<file path="config.mk">
export PLATFORM = sky130hd
export DESIGN_NAME = column_buffer_scheduler_flat
export DESIGN_NICKNAME = d
export VERILOG_FILES = /design/src/rtl/column_buffer_scheduler_pkg.sv /design/src/rtl/column_buffer_scheduler_if.sv /design/src/rtl/column_buffer_scheduler_rotator.sv /design/src/rtl/column_buffer_scheduler.sv /design/src/flat_wrapper.sv
export SDC_FILE = /design/constraint.sdc
export NUM_CORES = 1
export LEC_CHECK = 0
export BUFFER_PORTS_ARGS = -buffer_cell sky130_fd_sc_hd__buf_2
export CAP_MARGIN = 15
export CORE_ASPECT_RATIO = 0.75
export CORE_MARGIN = 2
export CORE_UTILIZATION = 28
export DETAILED_ROUTE_END_ITERATION = 7
export GPL_TIMING_DRIVEN = 0
export PLACE_DENSITY_LB_ADDON = 0.15
export SYNTH_ARGS = -nofsm -noshare
export SYNTH_HDL_FRONTEND = slang
export SYNTH_SLANG_ARGS = --single-unit
</file>
<file path="constraint.sdc">
create_clock -name clk -period 3 [get_ports clk]
set_input_delay 0 -clock clk [delete_from_list [all_inputs] [get_ports clk]]
set_output_delay 0 -clock clk [all_outputs]
set_load 0.05 [all_outputs]
</file>
<file path="src/rtl/column_buffer_scheduler_pkg.sv">
// Shared types and constants for the column buffer scheduler: column word,
// buffer index, the column assembly state machine and the status helper.
package column_pkg;

    localparam int NUM_COLS   = 640;
    localparam int AV_DATA_W  = 16;
    localparam int COL_ADDR_W = 10;

    typedef logic [27:0] col_word_t;
    typedef logic [1:0]  buf_idx_t;

    typedef enum logic [1:0] {
        HALF0  = 2'd0,
        HALF1  = 2'd1,
        COMMIT = 2'd2
    } col_state_t;

    // Status reports the overrun count in four bits, pinned at 15 once it grows past.
    function automatic logic [3:0] sat_nibble(input logic [7:0] value);
        return (value > 8'd15) ? 4'hF : value[3:0];
    endfunction

endpackage

</file>
<file path="src/rtl/column_buffer_scheduler_if.sv">
// Avalon-MM slave bus carrying column data and control/status accesses.
interface column_buffer_scheduler_if;
    import column_pkg::*;

    logic                 chipselect;
    logic                 write;
    logic                 read;
    logic                 address;
    logic [AV_DATA_W-1:0] writedata;
    logic [AV_DATA_W-1:0] readdata;
    logic                 waitrequest;

    modport master (
        output chipselect, write, read, address, writedata,
        input  readdata, waitrequest
    );

    modport slave (
        input  chipselect, write, read, address, writedata,
        output readdata, waitrequest
    );

endinterface

</file>
<file path="src/rtl/column_buffer_scheduler_rotator.sv">
// Triple-buffer index rotation: tracks which buffer is scanned out, which is
// being filled and which holds a finished frame waiting for vertical blank.
module buffer_index_rotator
    import column_pkg::*;
(
    input  logic       clk,
    input  logic       reset_n,
    input  logic       commit,
    input  logic       frame_start,
    input  logic       clear_overrun,
    output buf_idx_t   rd_idx,
    output buf_idx_t   wr_idx,
    output logic       pending,
    output logic [7:0] overrun
);

    buf_idx_t spare_idx;

    // A commit landing in vertical blank goes straight to scan-out, so the
    // spare keeps its slot and the old display buffer becomes the fill target.
    always_ff @(posedge clk or negedge reset_n) begin
        if (!reset_n) begin
            rd_idx    <= buf_idx_t'(0);
            wr_idx    <= buf_idx_t'(1);
            spare_idx <= buf_idx_t'(2);
            pending   <= 1'b0;
            overrun   <= 8'd0;
        end else begin
            if (commit && frame_start) begin
                rd_idx  <= wr_idx;
                wr_idx  <= rd_idx;
                pending <= 1'b0;
            end else if (commit) begin
                wr_idx    <= spare_idx;
                spare_idx <= wr_idx;
                pending   <= 1'b1;
            end else if (frame_start && pending) begin
                rd_idx    <= spare_idx;
                spare_idx <= rd_idx;
                pending   <= 1'b0;
            end

            if (clear_overrun) begin
                overrun <= 8'd0;
            end else if (commit && !frame_start && pending && overrun != 8'hFF) begin
                overrun <= overrun + 8'd1;
            end
        end
    end

endmodule

</file>
<file path="src/rtl/column_buffer_scheduler.sv">
// Assembles 28-bit column words from pairs of 16-bit Avalon writes, streams them
// to the column store and hands completed frames to the triple-buffer rotator.
module column_buffer_scheduler #(
    parameter int NUM_COLS = column_pkg::NUM_COLS
) (
    input  logic                              clk,
    input  logic                              reset_n,
    column_buffer_scheduler_if.slave          bus,
    input  logic                              frame_start,
    output logic                              col_we,
    output logic [column_pkg::COL_ADDR_W-1:0] col_wr_addr,
    output column_pkg::col_word_t             col_wr_data,
    output column_pkg::buf_idx_t              wr_buf_idx,
    output column_pkg::buf_idx_t              rd_buf_idx
);
    import column_pkg::*;

    col_state_t            state;
    col_state_t            state_next;
    logic [COL_ADDR_W-1:0] counter;
    logic [12:0]           hi13;
    logic                  accepted;
    logic                  data_wr;
    logic                  ctrl_wr;
    logic                  soft_restart;
    logic                  last_col;
    logic                  commit;
    logic                  pending;
    logic [7:0]            overrun;
    logic                  unused_writedata_msb;

    assign commit       = (state == COMMIT);
    assign accepted     = bus.chipselect & bus.write & ~bus.waitrequest;
    assign data_wr      = accepted & ~bus.address;
    assign ctrl_wr      = accepted & bus.address;
    assign soft_restart = ctrl_wr & bus.writedata[0];
    assign last_col     = (counter == COL_ADDR_W'(NUM_COLS - 1));

    assign bus.waitrequest = commit;
    assign bus.readdata    = (bus.chipselect && bus.read && bus.address)
                           ? {pending, (state == HALF1), sat_nibble(overrun), counter}
                           : '0;

    assign unused_writedata_msb = bus.writedata[15];

    // State register for the column assembly sequence.
    always_ff @(posedge clk or negedge reset_n) begin
        if (!reset_n) begin
            state <= HALF0;
        end else begin
            state <= state_next;
        end
    end

    // Soft restart abandons a half-assembled column; COMMIT is a single stall cycle.
    always_comb begin
        state_next = state;
        if (soft_restart) begin
            state_next = HALF0;
        end else begin
            case (state)
                HALF0:   if (data_wr) state_next = HALF1;
                HALF1:   if (data_wr) state_next = last_col ? COMMIT : HALF0;
                COMMIT:  state_next = HALF0;
                default: state_next = HALF0;
            endcase
        end
    end

    // The column word and its address are registered so col_we is a clean
    // one-cycle pulse in the cycle after the second half is accepted.
    always_ff @(posedge clk or negedge reset_n) begin
        if (!reset_n) begin
            counter     <= '0;
            hi13        <= '0;
            col_we      <= 1'b0;
            col_wr_addr <= '0;
            col_wr_data <= '0;
        end else begin
            col_we <= 1'b0;
            if (soft_restart) begin
                counter <= '0;
            end else if (data_wr && state == HALF0) begin
                hi13 <= bus.writedata[12:0];
            end else if (data_wr && state == HALF1) begin
                col_we      <= 1'b1;
                col_wr_addr <= counter;
                col_wr_data <= {hi13, bus.writedata[14:0]};
                counter     <= last_col ? '0 : counter + COL_ADDR_W'(1);
            end
        end
    end

    buffer_index_rotator u_rotator (
        .clk           (clk),
        .reset_n       (reset_n),
        .commit        (commit),
        .frame_start   (frame_start),
        .clear_overrun (ctrl_wr & bus.writedata[1]),
        .rd_idx        (rd_buf_idx),
        .wr_idx        (wr_buf_idx),
        .pending       (pending),
        .overrun       (overrun)
    );

endmodule

</file>
<file path="src/flat_wrapper.sv">
// flat-port wrapper written by rule: the top's interface ports become plain ports
module column_buffer_scheduler_flat import column_pkg::*;
#(
    parameter int NUM_COLS = column_pkg::NUM_COLS
)
  (clk, reset_n, frame_start, col_we, col_wr_addr, col_wr_data, wr_buf_idx, rd_buf_idx, bus_chipselect, bus_write, bus_read, bus_address, bus_writedata, bus_readdata, bus_waitrequest);
  column_buffer_scheduler_if bus_i ();
  input  logic clk;
  input  logic reset_n;
  input  logic frame_start;
  output logic col_we;
  output logic [column_pkg::COL_ADDR_W-1:0] col_wr_addr;
  output column_pkg::col_word_t col_wr_data;
  output column_pkg::buf_idx_t wr_buf_idx;
  output column_pkg::buf_idx_t rd_buf_idx;
  input wire logic [$bits(bus_i.chipselect)-1:0] bus_chipselect;
  input wire logic [$bits(bus_i.write)-1:0] bus_write;
  input wire logic [$bits(bus_i.read)-1:0] bus_read;
  input wire logic [$bits(bus_i.address)-1:0] bus_address;
  input wire logic [$bits(bus_i.writedata)-1:0] bus_writedata;
  output wire logic [$bits(bus_i.readdata)-1:0] bus_readdata;
  output wire logic [$bits(bus_i.waitrequest)-1:0] bus_waitrequest;
  assign bus_i.chipselect = bus_chipselect;
  assign bus_i.write = bus_write;
  assign bus_i.read = bus_read;
  assign bus_i.address = bus_address;
  assign bus_i.writedata = bus_writedata;
  assign bus_readdata = bus_i.readdata;
  assign bus_waitrequest = bus_i.waitrequest;
  column_buffer_scheduler #(.NUM_COLS(NUM_COLS)) u_core (.clk(clk), .reset_n(reset_n), .bus(bus_i), .frame_start(frame_start), .col_we(col_we), .col_wr_addr(col_wr_addr), .col_wr_data(col_wr_data), .wr_buf_idx(wr_buf_idx), .rd_buf_idx(rd_buf_idx));
endmodule
</file>
==> results.json, run 1 <==
{
  "grt_pass1_wl_mm": 14.5,
  "finalCriticalPeriod_ps": 1760,
  "worstReg2RegStart": "u_core.state[0]",
  "initial_core_util_pct": 28.7,
  "dp_hpwl_mm": 6.17,
  "ant_nets": 0,
  "yosysWarnings": 0,
  "drv_slew": 0,
  "gp_congestion": 0.771,
  "design_area_um2": 4640,
  "p_per_area_nw_per_um2": 854,
  "whs_endpoint": "u_core.state[0]",
  "p_clk_share_pct": 28.2,
  "post-place-ws_ps": 1220,
  "crit_fanout": 10,
  "design.die.area_um2": 13500,
  "clock_sinks": 79,
  "finalClockSkew_ps": 8.50,
  "hold_viol_final": 0,
  "maxCapViolations": 0,
  "status": "finished, final reports clean",
  "cp.arrival_ps": 1940,
  "path_class": "flop to flop",
  "power_switching_share_pct": 40.8,
  "hold_path_depth": 3,
  "setup_slack_ps": 1240,
  "layout_commonest_cell": "nand2_1",
  "maxSlewHeadroom_pct": 52.0,
  "total_power_mw": 3.96,
  "post_cts.repair.setup_buffers": 0,
  "die_h_um": 101,
  "cts_root_buf": "clkbuf_16",
  "io_buffer_count": 81,
  "routed_wl_mm": 8.95,
  "synth.distinct_cells": 50,
  "grt_pass1_vias": 2705,
  "avgSynthCellArea_um2": 9.74,
  "drc": 0,
  "end_kind": "flop",
  "syn_inst": 362,
  "yosysTopAreaCell": "dfrtp_1",
  "syn-cell-area_um2": 3530,
  "fmax_ghz": 0.568,
  "htree_num_levels": 3,
  "synth_top_area_share_pct": 54.6,
  "grt_antenna_before_repair": 0,
  "leakagePower_nw": 2.39,
  "cts_buffers": 9,
  "p_int_mw": 2.35,
  "r2r_cells": 5,
  "vias_per_cell": 4.44,
  "grtUsageTotal_pct": 13.9,
  "drive_gt1_share_pct": 27.7,
  "vias": 2857,
  "r2r_setup_slack_ps": 1240,
  "stdcell_count": 643,
  "ys_seq_area_share_pct": 56.1,
  "ys_ff_latch": 79,
  "final_util_pct": 37.7,
  "core_um2": 12300,
  "whs_ps": 26.0,
  "cts_tree": "done",
  "start_kind": "flop",
  "worstHoldStart": "bus_chipselect",
  "synth.area.top_cells": "dfrtp_1, nand2_1, mux2_2",
  "timing.rr.end": "u_core.u_rotator.overrun[4]",
  "placed_area_um2": 4160,
  "clkLatencyLatePin_ps": 330,
  "grt_max_degree": 42,
  "first_pass_iters": 4,
  "synth_top_flop_cell": "dfrtp_1",
  "combinationalPowerShare_pct": 32.9,
  "dieWidth_um": 134,
  "tightest_slew_ps": 714,
  "p_switching_mw": 1.62,
  "antenna_cells": 0,
  "setup-violations-final": 0,
  "clk_path_buf_depth": 2,
  "most-common-layout-cells": "nand2_1, buf_2, dfrtp_1",
  "drt_iter0_drc": 178,
  "final_nets": 497,
  "ios": 83,
  "seq_power_share_pct": 38.9,
  "setup_tns_ps": 0,
  "dp_cells": 610,
  "async_flop_share_pct": 100,
  "grt_overflow": 0,
  "ir_worst_vdd_mv": 0.369,
  "routedWlPerCell_um": 13.9,
  "synth_fp_nets": 387,
  "rsz0062_at_grt": "no",
  "area_growth_pct": 31.5,
  "rows": 35,
  "holdCritPathClass": "primary input to flop",
  "fin_crit_sh_pct": 58.7,
  "cp_data_required_time_ps": 3180,
  "synth-edff-count": 0,
  "clk_pin_slew_ps": 60
}
[worst max-delay path by stage]
stage                          startpoint                     endpoint  slack, ps  depth (start not counted)
after floorplan           u_core.state[0]            u_core.counter[9]       1200                          6
after global placement            reset_n               u_core.hi13[4]       1230                          1
after detailed placement  u_core.state[0]  u_core.u_rotator.overrun[0]       1220                          5
after CTS                 u_core.state[0]  u_core.u_rotator.overrun[4]       1210                          5
after global routing      u_core.state[0]  u_core.u_rotator.overrun[0]       1020                          5
final                     u_core.state[0]  u_core.u_rotator.overrun[4]       1240                          5
[cells in the mapped netlist, types with 2 or more instances]
cell type  instances
dfrtp_1           77
and3_1             3
inv_1              6
ha_1               2
a21oi_1            8
o22ai_1            2
or3_1              5
and2_1            12
mux2_2            13
o21ai_0            7
o211ai_1           2
xor2_1             3
nand2_1          124
a31oi_1            3
nor4_1             2
mux2i_1            8
nor3_1             3
or2_2              2
a211oi_1           3
and4_1             2
nand3_1            6
dfstp_2            2
nor2_1            23
buf_2              5
nand4_1            4
buf_6              4
nand2b_1           3
clkbuf_1           6
[power by group through the flow]
stage	clock (mW)	combinational, mW	sequential (mW)
global placement	0	1.29	1.55
CTS	1.16	1.32	1.54
detailed placement	0	1.30	1.56
floorplan	0	0.321	2.18
finish	1.12	1.30	1.54
global route	1.21	1.39	1.58
[flip-flops by register name, indices dropped and copies added (netlist names)]
signal and cells:
u_core.col_wr_data 28, u_core.state 2, u_core.u_rotator.rd_idx 2, u_core.col_we 1, u_core.u_rotator.overrun 8, u_core.counter 10
u_core.col_wr_addr 10, u_core.u_rotator.pending 1, u_core.u_rotator.wr_idx 2, u_core.hi13 13, u_core.u_rotator.spare_idx 2
[what timing repair did]
item	4_1_cts	5_1_grt
hold endpoints to repair	68	0
hold buffers	17	0
gates resized for setup	0	0
[critical path: stages (launching register included)]
cell and delay (ps):
dfrtp_1 400, nand2b_1 130, buf_4 160, inv_1 170
nor3_1 640, nor2_1 110
[metal layers]
layer	global-route usage, %	share of wire (%)	vias up
li1	-	-	1429
met4	4.58	1.2	0
met1	19.5	50	1355
met3	3.60	4.1	11
met2	21.3	45	62
met5	0	0	-
[logic make-up (layout without fill, tap and decap cells)]
| group | Yosys count | after routing | synth area share, % |
|---|---|---|---|
| flip-flops | 79 | 79 | 56.1 |
| multiplexers | 21 | 21 | 6.42 |
| AND/OR/NAND/NOR | 198 | 198 | 25.6 |
| adder cells (fa/ha/maj) | 2 | 2 | 0.710 |
| buffers and inverters | 23 | 138 | 3.62 |
| XOR/XNOR | 4 | 4 | 0.994 |
| AO/OA/AOI/OAI | 35 | 35 | 6.49 |
[cell type report]
class | count | area (um^2)
multi-input cells | 260 | 1420
well taps | 166 | 208
repair buffers | 99 | 598
flip-flops and latches | 79 | 1980
fillers | 1242 | 7670
clock inverters | 7 | 80.1
inverters | 7 | 27.5
plain buffers | 16 | 100
clock buffers | 9 | 225
Power figures use the tool's default switching activity.
==> run 2: changes to the inputs <==
--- a/config.mk
+++ b/config.mk
@@ -5,6 +5,7 @@
 export SDC_FILE = /design/constraint.sdc
 export NUM_CORES = 1
 export LEC_CHECK = 0
+export ABC_AREA = 1
 export BUFFER_PORTS_ARGS = -buffer_cell sky130_fd_sc_hd__buf_2
 export CAP_MARGIN = 15
 export CORE_ASPECT_RATIO = 0.75
==> constraint.sdc (replaced) <==
create_clock -name clk -period 1.4 [get_ports clk]
set_input_delay 0 -clock clk [delete_from_list [all_inputs] [get_ports clk]]
set_output_delay 0 -clock clk [all_outputs]
set_load 0.05 [all_outputs]
==> run 2 against run 1 <==
Global-route usage is 0.70 points higher. Hold slack better by 120 ps. Largest cell class unchanged. Total power rose by 120%.
==> results.json, run 2 <==
{
  "synthSimpleGateAreaFrac_pct": 31.4,
  "syn-cell-area_um2": 3600,
  "synth_top_area_share_pct": 53.5,
  "synth-edff-count": 0,
  "htree_num_levels": 3,
  "hold_viol_final": 0,
  "grtUsageTotal_pct": 14.6,
  "final_nets": 586,
  "gp_congestion": 0.793,
  "start_kind": "flop",
  "setup_tns_ps": 0,
  "ys_ff_latch": 79,
  "rsz0062_at_grt": "yes",
  "grt_overflow": 0,
  "synth.distinct_cells": 33,
  "yosys-mux-area-fraction_pct": 0,
  "ant_nets": 0,
  "finalCriticalPeriod_ps": 1390,
  "drv_slew": 0,
  "synth_fp_nets": 456,
  "synth_fa_ha_area_share_pct": 0.695,
  "fmax_ghz": 0.722,
  "dp_hpwl_mm": 6.71,
  "synth_most_common_cell": "nand2_1",
  "p_per_area_nw_per_um2": 1740,
  "drive_gt1_share_pct": 29.5,
  "async_flop_share_pct": 100,
  "setup-violations-final": 0,
  "cp_data_required_time_ps": 1400,
  "vias": 3234,
  "clock_sinks": 79,
  "synth_top_family_by_area": "simple AND/OR/NAND/NOR gates",
  "fin_crit_sh_pct": 99.0,
  "rows": 35,
  "maxSlewHeadroom_pct": 63.8,
  "clk_path_buf_depth": 2,
  "path_class": "flop to output port",
  "core_um2": 12400,
  "avgSynthCellArea_um2": 8.35,
  "finalClockSkew_ps": 6.44,
  "holdCritPathClass": "primary input to flop",
  "whs_ps": 148,
  "cts_tree": "done",
  "routed_wl_mm": 9.82,
  "tightest_slew_ps": 544,
  "design.die.area_um2": 13800,
  "maxCapViolations": 0,
  "grt_max_degree": 42,
  "grt_pass1_wl_mm": 15.7,
  "largest_register": "u_core.col_wr_data",
  "yosysTopAreaCell": "dfrtp_1",
  "clkLatencyLatePin_ps": 330,
  "yosysWarnings": 0,
  "synth_compound_area_share_pct": 5.04,
  "end_kind": "output port",
  "first_pass_iters": 4,
  "leakagePower_nw": 2.70,
  "synthTopCellsByCount": "nand2_1, dfrtp_1, nand3_1",
  "fill_cells": 1285,
  "drc": 0,
  "top_regs": "u_core.col_wr_data x28, u_core.hi13 x13",
  "die_h_um": 102,
  "antenna_cells": 0,
  "cts_root_buf": "clkbuf_16",
  "status": "finished, final reports clean",
  "layout_commonest_cell": "nand2_1",
  "io_buffer_count": 81,
  "ys_seq_area_share_pct": 55.0,
  "dp_cells": 679,
  "cp.arrival_ps": 1390,
  "syn_inst": 431,
  "synth_top_flop_cell": "dfrtp_1",
  "area_growth_pct": 39.9,
  "clk_pin_slew_ps": 60,
  "initial_core_util_pct": 29.0,
  "synth_xor_area_share_pct": 1.70,
  "vias_per_cell": 4.42,
  "dieWidth_um": 135,
  "ios": 83,
  "drt_iter0_drc": 184,
  "most-common-layout-cells": "nand2_1, buf_2, dfrtp_1",
  "ir_worst_vdd_mv": 0.705,
  "crit_fanout": 4,
  "grt_antenna_before_repair": 0,
  "synth.area.top_cells": "dfrtp_1, nand2_1, nand3_1",
  "grt_pass1_vias": 3156,
  "stdcell_count": 732,
  "cts_buffers": 9,
  "largest_reg_flops": 28,
  "routedWlPerCell_um": 13.4
}
## run 2: cell types whose count changed in the layout (fill, tap and decap cells not counted), moves of 7 or more
cell     delta
a21oi_1     -7
and2_1     -12
buf_4      +21
inv_1      +26
mux2_2     -13
mux2i_1     -8
nand2_1    +45
nand3_1    +30
o21ai_0    +10
## run 2: cell families after synthesis
logic type,count (synthesis)
and+or+nand+nor,257
adders and majority gates,2
AOI/OAI and AO/OA,33
xor gates and xnor gates,7
buffers and inverters,53
DFF,79
## run 2: path summary, 6_finish.rpt
kind	slack (ps)	start	cells past startpoint	end
min	150	bus_address	4	u_core.u_rotator.overrun[7]
min reg2reg	470	u_core.hi13[5]	2	u_core.col_wr_data[20]
max reg2reg	50	u_core.counter[0]	7	u_core.counter[4]
max in group asynchronous	550	reset_n	3	u_core.u_rotator.spare_idx[1]
min in group asynchronous	190	reset_n	2	u_core.u_rotator.overrun[1]
max	10	u_core.u_rotator.overrun[4]	5	bus_readdata[12]
## run 2: layout make-up
| class | count | area, um^2 | area share [%] |
|---|---|---|---|
| clock buffers | 10 | 229 | 4.54 |
| well taps | 166 | 208 | 4.12 |
| clock inverters | 6 | 70.1 | 1.39 |
| flip-flops and latches | 79 | 1980 | 39.3 |
| repair buffers | 118 | 774 | 15.4 |
| multi-input cells | 300 | 1530 | 30.4 |
| plain buffers | 14 | 95.1 | 1.89 |
| inverters | 39 | 151 | 3.00 |
## run 2: stage by stage
step / area (um^2) / setup slack, ps / power (mW) / utilization [%]
global placement: 4220 / -389 / 6.27 / 33.9
finish: 5040 / 14.3 / 8.74 / 40.5
CTS: 4880 / 0.325 / 8.83 / 39.2
global route: 5040 / -73.3 / 9.23 / 40.5
detailed placement: 4240 / -299 / 6.31 / 34.1
floorplan: 3610 / 26.7 / 5.50 / -
## run 2: layer usage
metal / wire [um] / GRT usage (%)
met1: 4900 / 20.0
met5: 0 / 0
met2: 4430 / 23.0
met4: 123 / 4.49
met3: 362 / 3.87
## run 2: what timing repair did
item                       in CTS  in global routing
pin swaps                       4                  7
hold endpoints to repair       68                  0
cloned                          0                  1
setup endpoints to repair      23                 52
setup buffers                  14                  5
hold buffers                   17                  0
gates resized for setup        21                 30
## run 2: where the power goes
part | switching, mW | total (mW) | internal, mW
clock network | 0.968 | 2.36 | 1.39
logic | 2.38 | 3.13 | 0.756
registers | 0.352 | 3.25 | 2.90
## run 2: worst max-delay path, cell delays in order (launching register included)
cell	delay, ps
dfrtp_1	400
nor2_2	160
nand3_4	120
o21ai_2	170
inv_1	70
buf_6	150
==> run 3: changes to the inputs <==
==> constraint.sdc (replaced) <==
create_clock -name clk -period 1.3 [get_ports clk]
set_input_delay 0 -clock clk [delete_from_list [all_inputs] [get_ports clk]]
set_output_delay 0 -clock clk [all_outputs]
set_load 0.05 [all_outputs]
==> run 3 against run 2 <==
Largest power group unchanged. Clock skew is essentially flat. Total power grew 7.9%. Core utilization grew 2.8 points. The flow now finishes with violations (negative setup slack). Sequential power grew 8.3%. Critical path depth is the same. Clock-buffer cell count grew 1. Register-to-register slack lost 110 ps. Via count grew 2.2%. Sequential share of layout area shrank 2.5 points. Combinational power grew 11%. Largest cell class unchanged. First-iteration DRC count shrank 8.7%.
==> results.json, run 3 (same netlist as run 2, synthesis figures left out) <==
{
  "status": "finished, violations left",
  "violations": "negative setup slack",
  "cts_tree": "done",
  "worstReg2RegStart": "u_core.u_rotator.overrun[0]",
  "finalClockSkew_ps": 6.27,
  "clk_pin_slew_ps": 60,
  "most-common-layout-cells": "nand2_1, dfrtp_1, buf_2",
  "whs_ps": 151,
  "routed_wl_mm": 10.2,
  "routedWlPerCell_um": 13.7,
  "vias": 3306,
  "layout_commonest_cell": "nand2_1",
  "fin_crit_sh_pct": 105,
  "largest_register": "u_core.col_wr_data",
  "dieWidth_um": 135,
  "hold_viol_final": 0,
  "drc": 0,
  "htree_num_levels": 3,
  "setup_tns_ps": -540,
  "largest_reg_flops": 28,
  "vias_per_cell": 4.45,
  "start_kind": "flop",
  "grt_overflow": 0,
  "power_switching_share_pct": 42.0,
  "io_buffer_count": 81,
  "combinationalPowerShare_pct": 36.8,
  "end_kind": "output port",
  "rsz0062_at_grt": "yes",
  "grt_pass1_wl_mm": 16.1,
  "maxCapViolations": 0,
  "path_class": "flop to output port",
  "drv_slew": 0,
  "post-place-ws_ps": -208,
  "drive_gt1_share_pct": 36.2,
  "clkLatencyLatePin_ps": 330,
  "grt_max_degree": 43,
  "final_util_pct": 43.3,
  "drt_iter0_drc": 168,
  "leakagePower_nw": 2.81,
  "placed_area_um2": 4280,
  "crit_start": "u_core.u_rotator.overrun[0]",
  "p_switching_mw": 3.96,
  "fmax_ghz": 0.732,
  "p_int_mw": 5.47,
  "area_growth_pct": 49.4,
  "gp_congestion": 0.802,
  "grt_antenna_before_repair": 0,
  "grtUsageTotal_pct": 15.1,
  "holdCritPathClass": "primary input to flop",
  "r2r_setup_slack_ps": -60,
  "top_regs": "u_core.col_wr_data x28, u_core.hi13 x13",
  "tightest_slew_ps": 547,
  "p_per_area_nw_per_um2": 1750,
  "setup-violations-final": 18,
  "antenna_cells": 0,
  "seq_power_share_pct": 37.3,
  "initial_core_util_pct": 29.0,
  "design.die.area_um2": 13800,
  "rows": 35,
  "worstHoldStart": "bus_address",
  "die_h_um": 102,
  "maxSlewHeadroom_pct": 63.6,
  "finalCriticalPeriod_ps": 1370,
  "clock_sinks": 79,
  "cts_buffers": 9,
  "first_pass_iters": 4,
  "p_clk_share_pct": 25.9,
  "grt_pass1_vias": 3219,
  "ios": 83,
  "dp_hpwl_mm": 6.69,
  "core_um2": 12400,
  "clk_path_buf_depth": 2,
  "ant_nets": 0,
  "cts_root_buf": "clkbuf_16",
  "cp.arrival_ps": 1370,
  "setup_slack_ps": -65.4,
  "cp_data_required_time_ps": 1300,
  "crit_fanout": 4,
  "final_nets": 598,
  "design_area_um2": 5380,
  "ir_worst_vdd_mv": 0.803
}
run 3: cell count changes in the layout (fill, tap and decap cells not counted), moves of 7 or more:
cell     previous run  this run
nand3_1            36        27
nand2_2             4        17
o21ai_1             2         9
buf_2              80        73
nand2_1           169       155
nand3_2             0         8
run 3: cell type report:
cell class              instances  area, um^2
fillers                      1267        7060
flip-flops and latches         79        1980
multi-input cells             299        1630
repair buffers                131         976
clock buffers                  11         233
well taps                     166         208
inverters                      39         169
plain buffers                  14         135
clock inverters                 4        47.5
run 3: layer usage:
metal | track usage, % | wire (um) | vias to the layer above
met1 | 19.7 | 4830 | 1575
met2 | 25.2 | 4860 | 63
met4 | 4.65 | 76 | 0
li1 | - | - | 1660
met3 | 3.52 | 401 | 8
met5 | 0 | 0 | -
run 3: critical path, cell delays in order (launching register included):
cell and delay (ps):
dfrtp_1 420, buf_4 150, buf_4 140, o21ai_1 130, inv_1 60, buf_6 150
run 3: final timing paths:
| kind | to | cells past startpoint |
|---|---|---|
| setup / recovery | bus_readdata[10] | 5 |
| min in group asynchronous | u_core.u_rotator.overrun[6] | 2 |
| max in group asynchronous | u_core.col_wr_data[23] | 3 |
| setup reg to reg | u_core.u_rotator.overrun[4] | 7 |
| hold reg to reg | u_core.col_wr_data[27] | 2 |
| hold / removal | u_core.u_rotator.overrun[0] | 4 |
run 3: what timing repair did:
item                                    4_1_cts  5_1_grt
hold buffers                                 17        0
pin swaps                                    10       14
resized for setup                            42       74
hold endpoints to repair                     64        0
setup buffers                                18       11
cloned                                        0        3
endpoints found under the setup margin       60       83
run 3: stage by stage:
| step | std cells | power [mW] |
|---|---|---|
| 3_5_place_dp | 679 | 6.80 |
| 4_1_cts | 729 | 9.44 |
| 6_report | 743 | 9.44 |
| 2_1_floorplan | 431 | 5.93 |
| 5_1_grt | 743 | 9.97 |
| 3_3_place_gp | 678 | 6.75 |
run 3: power by group through the flow:
stage	clock network, mW	logic [mW]	registers [mW]
4_1_cts	2.54	3.39	3.51
3_3_place_gp	0	3.21	3.54
5_1_grt	2.63	3.73	3.61
3_5_place_dp	0	3.25	3.55
6_report	2.44	3.48	3.52
2_1_floorplan	0	0.750	5.18
